[src/rtl/tt_sweeper_pkg.sv]
// ============================================================================
// tt_sweeper_pkg : shared types and constants for the truth-table sweeper
// Revision       : 1.0
// ============================================================================
`default_nettype none

package tt_sweeper_pkg;

  typedef enum logic [1:0] {
    IDLE  = 2'd0,
    DRIVE = 2'd1,
    DONE  = 2'd2
  } state_t;

  // sillyfunction: y = ~b&~c | a&~b, indexed by {a,b,c}
  localparam logic [7:0] SILLY_EXPECTED = 8'h31;

  function automatic int n_vec(input int n_in);
    return 1 << n_in;
  endfunction

endpackage

`default_nettype wire

[src/rtl/tt_sweeper_settle_timer.sv]
// ============================================================================
// settle_timer : counts enabled cycles; expire marks the SETTLE-th one
// Revision     : 1.0
// ============================================================================
`default_nettype none

module settle_timer #(
  parameter int SETTLE = 1
) (
  input  logic clk,
  input  logic reset,
  input  logic clear,
  input  logic en,
  output logic expire
);

  localparam int             CW   = $clog2(SETTLE + 1);
  localparam logic [CW-1:0]  LAST = CW'(SETTLE - 1);

  logic [CW-1:0] count_q, count_d;

  assign expire = en && (count_q == LAST);

  always_comb begin
    count_d = count_q;
    if (clear) begin
      count_d = '0;
    end else if (en) begin
      count_d = expire ? '0 : count_q + 1'b1;
    end
  end

  always_ff @(posedge clk or negedge reset) begin
    if (!reset) begin
      count_q <= '0;
    end else begin
      count_q <= count_d;
    end
  end

endmodule

`default_nettype wire

[src/rtl/tt_sweeper.sv]
// ============================================================================
// tt_sweeper : sweeps all inputs of a combinational DUT and scores its output
// Revision   : 1.0
// ============================================================================
`default_nettype none

module tt_sweeper
  import tt_sweeper_pkg::*;
#(
  parameter int                     N_IN     = 3,
  parameter int                     SETTLE   = 1,
  parameter logic [(2**N_IN)-1:0]   EXPECTED = (2**N_IN)'(SILLY_EXPECTED),
  localparam int                    N_VEC    = n_vec(N_IN)
) (
  input  logic              clk,
  input  logic              reset,
  input  logic              start,
  output logic [N_IN-1:0]   stim,
  input  logic              resp,
  output logic              busy,
  output logic              done,
  output logic              pass,
  output logic [N_VEC-1:0]  results,
  output logic [N_IN:0]     err_count,
  output logic              err_valid,
  output logic [N_IN-1:0]   first_err_idx
);

  state_t              state_q, state_d;
  logic [N_IN-1:0]     stim_q, stim_d;
  logic                busy_q, busy_d;
  logic                done_q, done_d;
  logic                pass_q, pass_d;
  logic [N_VEC-1:0]    results_q, results_d;
  logic [N_IN:0]       err_count_q, err_count_d;
  logic                err_valid_q, err_valid_d;
  logic [N_IN-1:0]     first_err_q, first_err_d;
  logic                timer_clear, timer_en, timer_expire;

  settle_timer #(
    .SETTLE (SETTLE)
  ) u_settle_timer (
    .clk    (clk),
    .reset  (reset),
    .clear  (timer_clear),
    .en     (timer_en),
    .expire (timer_expire)
  );

  // stim doubles as the sweep index; it is forced to 0 outside DRIVE
  always_comb begin
    state_d     = state_q;
    stim_d      = stim_q;
    busy_d      = busy_q;
    done_d      = 1'b0;
    pass_d      = pass_q;
    results_d   = results_q;
    err_count_d = err_count_q;
    err_valid_d = err_valid_q;
    first_err_d = first_err_q;
    timer_clear = 1'b0;
    timer_en    = 1'b0;

    case (state_q)
      IDLE: begin
        if (start) begin
          state_d     = DRIVE;
          stim_d      = '0;
          busy_d      = 1'b1;
          timer_clear = 1'b1;
          results_d   = '0;
          err_count_d = '0;
          err_valid_d = 1'b0;
          first_err_d = '0;
          pass_d      = 1'b0;
        end
      end

      DRIVE: begin
        timer_en = 1'b1;
        if (timer_expire) begin
          results_d[stim_q] = resp;
          if (resp != EXPECTED[stim_q]) begin
            err_count_d = err_count_q + (N_IN+1)'(1);
            err_valid_d = 1'b1;
            if (!err_valid_q) begin
              first_err_d = stim_q;
            end
          end
          if (stim_q == '1) begin
            state_d = DONE;
            stim_d  = '0;
            busy_d  = 1'b0;
            done_d  = 1'b1;
            pass_d  = (err_count_d == '0);
          end else begin
            stim_d = stim_q + 1'b1;
          end
        end
      end

      DONE: begin
        state_d = IDLE;
      end

      default: begin
        state_d = IDLE;
      end
    endcase
  end

  always_ff @(posedge clk or negedge reset) begin
    if (!reset) begin
      state_q     <= IDLE;
      stim_q      <= '0;
      busy_q      <= 1'b0;
      done_q      <= 1'b0;
      pass_q      <= 1'b0;
      results_q   <= '0;
      err_count_q <= '0;
      err_valid_q <= 1'b0;
      first_err_q <= '0;
    end else begin
      state_q     <= state_d;
      stim_q      <= stim_d;
      busy_q      <= busy_d;
      done_q      <= done_d;
      pass_q      <= pass_d;
      results_q   <= results_d;
      err_count_q <= err_count_d;
      err_valid_q <= err_valid_d;
      first_err_q <= first_err_d;
    end
  end

  assign stim          = stim_q;
  assign busy          = busy_q;
  assign done          = done_q;
  assign pass          = pass_q;
  assign results       = results_q;
  assign err_count     = err_count_q;
  assign err_valid     = err_valid_q;
  assign first_err_idx = first_err_q;

endmodule

`default_nettype wire

[config.mk]
export PLATFORM = sky130hd
export DESIGN_NAME = tt_sweeper
export DESIGN_NICKNAME = d
export VERILOG_FILES = /design/src/rtl/tt_sweeper_pkg.sv /design/src/rtl/tt_sweeper_settle_timer.sv /design/src/rtl/tt_sweeper.sv
export SDC_FILE = /design/constraint.sdc
export NUM_CORES = 1
export LEC_CHECK = 0
export BUFFER_PORTS_ARGS = -buffer_cell sky130_fd_sc_hd__clkbuf_2
export CAP_MARGIN = 20
export CORE_MARGIN = 4
export CORE_UTILIZATION = 55
export DETAILED_ROUTE_END_ITERATION = 6
export HOLD_SLACK_MARGIN = 0.05
export PLACE_DENSITY = 0.85
export SYNTH_ARGS = -nofsm -noshare
export SYNTH_HDL_FRONTEND = slang
export SYNTH_SLANG_ARGS = --single-unit
[constraint.sdc]
create_clock -name clk -period 3.4 [get_ports clk]
set_clock_uncertainty 0.1 [all_clocks]
set_input_delay 0.34 -clock clk [delete_from_list [all_inputs] [get_ports clk]]
set_output_delay 0.34 -clock clk [all_outputs]
set_load 0.02 [all_outputs]
==> results of run 1 <==
-- final timing paths --
kind                                startpoint                      to  slack [ns]  cells past startpoint
max                        stim[1]$_DFFE_PN0P_        pass$_DFFE_PN0P_        1.12                      7
min                                      start  state_q[0]$_DFFE_PN0P_        0.31                      3
max reg2reg                stim[1]$_DFFE_PN0P_        pass$_DFFE_PN0P_        1.12                      7
min reg2reg                   busy$_DFFE_PN0P_        busy$_DFFE_PN0P_        0.40                      1
max in group asynchronous                reset     stim[1]$_DFFE_PN0P_        2.35                      2
min in group asynchronous                reset        busy$_DFFE_PN0P_        0.45                      2
-- report_power, final --
part / internal [mW] / total, mW / switching [mW] / leakage (nW)
sequential: 0.404 / 0.555 / 0.151 / 0.318
combinational: 0.303 / 0.750 / 0.447 / 0.405
clock: 0.0441 / 0.134 / 0.0898 / 0.0177
-- logic make-up after synthesis --
logic type                 Yosys count  synth area share [%]
adders and majority gates            4                 3.872
and+or+nand+nor                     39                 16.26
DFF                                 25                 48.40
buffers and inverters               12                 4.743
muxes                                1                0.7745
xor gates and xnor gates             1                0.6778
AOI/OAI and AO/OA                   47                 25.27
-- Yosys cell counts (all sizes together), types with 3 or more instances --
master | instances | area [um2]
o211a | 3 | 30.03
o21ai | 18 | 90.09
dfrtp | 25 | 625.6
nand3 | 4 | 20.02
nor2b | 3 | 26.27
nand2 | 10 | 37.54
ha | 4 | 50.05
buf | 3 | 27.52
nor2 | 6 | 22.52
a31oi | 3 | 18.77
a22o | 5 | 43.79
and3 | 5 | 31.28
inv | 6 | 22.52
nor3 | 3 | 15.01
clkbuf | 3 | 11.26
a21oi | 7 | 35.03
a221o | 3 | 30.03
-- per-layer routing --
| layer | track usage [%] | part of all wire, % |
|---|---|---|
| met5 | 0 | 0 |
| met4 | 9.492 | 1.6 |
| met3 | 3.448 | 6.4 |
| met2 | 31.68 | 47 |
| met1 | 25.88 | 44 |
-- state kept, by name (all words and copies together), names as in the netlist --
name                    flops
results                     8
busy                        1
err_valid                   1
err_count                   4
pass                        1
u_settle_timer.count_q      1
state_q                     2
first_err_idx               3
done                        1
stim                        3
-- final cells by class --
| cell class | instances | area share (%) |
|---|---|---|
| clock buffer | 3 | 1.552 |
| clock inverter | 1 | 0.3448 |
| inverter | 6 | 1.552 |
| multi-input combinational | 92 | 41.72 |
| sequential | 25 | 43.10 |
| tap | 28 | 2.414 |
| timing repair buffer | 26 | 9.310 |
-- metrics by stage --
stage          util (%)  power (mW)
6_report          64.99       1.439
3_5_place_dp      63.31       1.305
3_3_place_gp      63.31       1.272
5_1_grt           64.99       1.569
4_1_cts           64.99       1.442
2_1_floorplan         -       1.116
-- worst register-to-register path, cell delays in order (launching register included) --
cell and delay [ns]:
dfrtp_1 0.63, inv_1 0.16, ha_1 0.20, nor2b_1 0.13, or3_4 0.37, and3_1 0.22
mux2i_1 0.13, a32o_1 0.25
==> run summary, run 1 <==
Endpoints failing hold - 0
DP Worst Slack - 1.149 ns
Post-synth EDFFs - 0
Predominant post-synthesis flop cell - dfrtp_1
Outcome - finished, final reports clean
Port bufs - 25
CTS tree - done
Starting Density - 57.87%
Non-Filler Instances - 181
Worst-path cell chain - inv_1, ha_1, nor2b_1, or3_4, and3_1, mux2i_1, a32o_1
Data required, critical path - 3.53 ns
Hold Crit Class - primary input to flip-flop
# rows - 17
Total CTS buffers - 3
Clk slew on worst S/H paths - 0.14 ns
Synth async-reset ratio - 100.0%
Fill cells - 184
Max-slew headroom - 44.47%
Yosys reg bits - 25
CTS Root Cell - clkbuf_4
Drt via density - 6.044
Core footprint - 0.002233 mm2
Max-slew violation count - 0
CTS H-tree lvls - 1
Most frequent cells in the layout - dfrtp_1, clkbuf_2, o21ai_0
Power per cell area - 991.5 mW/mm2
Clk buf depth - 2
Static leakage - 0.7410 nW
Crit path launch type - flip-flop
Setup TNS - 0 ns
CP peak stage delay - 0.63 ns
Area Growth Syn to Fin - 12.29%
Die X-Extent - 56.48 um
Die height - 56.48 um
Initial DRC Count - 22
Number of gates resized after cts - 0
Remaining DRCs - 0
CTS sink cnt - 25
Worst EP arrival - 2.41 ns
Via count - 1094
Post-CTS setup buffer count - 0
Final setup margin - 1.115 ns
Multi-input gate area - 605.6 um2
Crit-path leading delay family - simple AND/OR/NAND/NOR gates
FF/Latch Area - 625.6 um2
Dpl cell area - 0.001414 mm2
RSZ-0062 raised after global routing - no
WL final - 2820 um
Setup CP Type - flip-flop to flip-flop
Syn avg cell area - 10.02 um2
Post-synth cell types - 34
Ports - 26
Syn Inst Count - 129
CTS hold repair buffers - 1
Actual slew at the worst max-slew pin - 0.8329 ns
Fin crit share - 67.20%
CP Max Fanout - 12
Wire per inst - 15.58 um
Critical path capture point type - flip-flop
Final Instance Area - 0.001451 mm2
GPL Wtd Cong - 0.8844
Final min period - 2.285 ns
Maxcap violations - 0
Worst skew pair latency - 0.32 ns
Share of cells above drive strength 1 - 21.57%
Final ANT Viol Nets - 0
WP buf/inv - 1
Initial antenna violation count - 0
Final hold slack - 0.3107 ns
Ant diodes - 0
Vias in the first global route - 1106
Largest net degree at the start of global routing - 26
# setup viols final - 0
Peak supply drop - 0.0006279 V
Syn_nets - 137
DR pass1 iterations - 4
Critical-path top delay cell - dfrtp_1
Synthesized area - 0.001292 mm2
Register area share after synthesis - 48.40%
Hpwl dp - 2008 um
First-pass GRT wire length - 4988 um
Yosys warns - 0
Final #Nets - 162
Fmax - 0.4377 GHz
Cells after DPL - 176
Total GRT Usage - 19.84%
Total congestion overflow - 0
Die footprint - 0.003189 mm2
No activity file was read; power rests on OpenSTA's default activity.
==> run 2: changes to the inputs <==
- CORE_UTILIZATION: 55 -> 48
- PLACE_DENSITY: 0.85 -> 0.79
- clock period: 3.4 -> 2.09 ns (I/O delays scaled with it)
==> run 2 against run 1 <==
Critical path depth unchanged. Clock power grew 68%. Largest cell class unchanged. Combinational power rose by 85%. Core utilization shrank 5.3 points. Sequential share of layout area fell by 1.5 points. Final cell count rose by 4.4%. Flip-flop and latch count is the same. Sequential power rose by 47%.
==> run summary, run 2 (synthesis gave the netlist of run 1 again) <==
Power after layout - 2.427 mW
Dpl cell area - 0.001463 mm2
Ant diodes - 0
Final ANT Viol Nets - 0
Endpoints failing hold - 0
CTS Root Cell - clkbuf_4
Actual slew at the worst max-slew pin - 0.6200 ns
WL final - 2833 um
Total congestion overflow - 0
Die footprint - 0.003587 mm2
Ports - 26
Sequential fraction of design power - 33.5%
Worst skew pair latency - 0.32 ns
Final #Nets - 168
Combinational power share - 57.2%
CP Max Fanout - 5
Port bufs - 25
Final Instance Area - 0.001506 mm2
# setup viols final - 0
Hpwl dp - 2078 um
Psw - 1.135 mW
Peak supply drop - 0.001172 V
Final min period - 1.969 ns
Static leakage - 0.7648 nW
Most frequent cells in the layout - clkbuf_2, dfrtp_1, o21ai_0
DR pass1 iterations - 4
# rows - 18
Clk slew on worst S/H paths - 0.15 ns
First-pass GRT wire length - 4988 um
Outcome - finished, final reports clean
Fill cells - 222
Most common cell after layout, fill and taps aside - clkbuf_2
Data required, critical path - 2.21 ns
Worst EP arrival - 2.09 ns
Die X-Extent - 59.89 um
Power per cell area - 1611 mW/mm2
Clk buf depth - 2
Total CTS buffers - 3
Max-slew headroom - 58.67%
Initial antenna violation count - 0
Number of flip-flops in the largest register - 8
Internal Power - 1.292 mW
Fin crit share - 94.21%
GPL Wtd Cong - 0.7597
Maxcap violations - 0
Net Sw Frac - 46.76%
Total GRT Usage - 18.01%
Clock network power share - 9.3%
CTS sink cnt - 25
Core footprint - 0.002522 mm2
CTS tree - done
Via count - 1121
Hold Crit Class - primary input to flip-flop
Final hold slack - 0.1867 ns
Share of cells above drive strength 1 - 25.79%
Largest net degree at the start of global routing - 26
Starting Density - 51.24%
Vias in the first global route - 1128
Area Growth Syn to Fin - 16.55%
Wire per inst - 14.99 um
Initial DRC Count - 56
CTS H-tree lvls - 1
Max-slew violation count - 0
Crit path launch type - flip-flop
Die height - 59.89 um
Drt via density - 5.931
Setup CP Type - flip-flop to flip-flop
Remaining DRCs - 0
Critical path capture point type - flip-flop
Fmax - 0.5079 GHz
==> run 2: changes by cell type in the layout (fill, tap and decap cells not counted) <==
cell        change
buf_4           +6
clkinv_2        -1
clkinvlp_4      +1
dfrtp_1         -1
dfrtp_2         +1
o21ai_1         -1
o21ai_2         +1
==> run 2: worst max-delay path: stages, from the launching register on <==
cell and delay, ns:
dfrtp_2 0.38, inv_1 0.08, ha_1 0.19, nor2b_1 0.16
or3_4 0.36, and3_1 0.23, mux2i_1 0.12, a32o_1 0.25
==> run 2: metal layers <==
layer / vias up / wire (um) / GRT usage, %
met5: - / 0 / 0
met4: 0 / 19 / 5.063
met3: 4 / 218 / 3.456
met2: 49 / 1381 / 29.78
met1: 540 / 1213 / 23.91
li1: 528 / - / -
==> run 2: cell type report <==
type	instances	area (um2)	area share, %
clock buffer	3	22.52	1.495
clock inverter	1	7.507	0.4983
inverter	6	22.52	1.495
multi-input combinational	92	609.3	40.45
sequential	25	626.9	41.61
tap	30	37.54	2.492
timing repair buffer	32	180.2	11.96
==> run 2: through the flow <==
| step | worst slack, ns | setup TNS [ns] | utilization (%) | instances |
|---|---|---|---|---|
| final | 0.1210 | 0 | 59.72 | 189 |
| after global routing | -0.002554 | -0.002554 | 59.72 | 189 |
| after CTS | 0.1576 | 0 | 59.57 | 189 |
| after detailed placement | 0.1845 | 0 | 57.99 | 184 |
| after global placement | 0.2495 | 0 | 57.99 | 184 |
| after floorplan | 0.02269 | 0 | - | 129 |
==> run 2: repair_timing <==
action / in CTS / in global routing
hold buffers: 1 / 0
buffers inserted: 0 / 0
setup endpoints to repair: 0 / 1
gates resized for setup: 0 / 1
hold endpoints to repair: 25 / 0
==> run 2: power by group through the flow <==
stage               clock network [mW]  logic (mW)  registers (mW)
floorplan                            0       0.816            1.00
global placement                     0        1.34           0.811
detailed placement                   0        1.37           0.827
CTS                              0.229        1.38           0.817
global route                     0.253        1.56           0.845
finish                           0.225        1.39           0.814
==> run 2: worst paths after layout <==
path / startpoint / end / slack (ns) / depth (start not counted)
min: start / state_q[0]$_DFFE_PN0P_ / 0.19 / 3
min reg2reg: busy$_DFFE_PN0P_ / busy$_DFFE_PN0P_ / 0.41 / 1
min in group asynchronous: reset / err_count[2]$_DFFE_PN0P_ / 0.31 / 2
max: stim[1]$_DFFE_PN0P_ / pass$_DFFE_PN0P_ / 0.12 / 7
max in group asynchronous: reset / stim[1]$_DFFE_PN0P_ / 1.15 / 2
max reg2reg: stim[1]$_DFFE_PN0P_ / pass$_DFFE_PN0P_ / 0.12 / 7
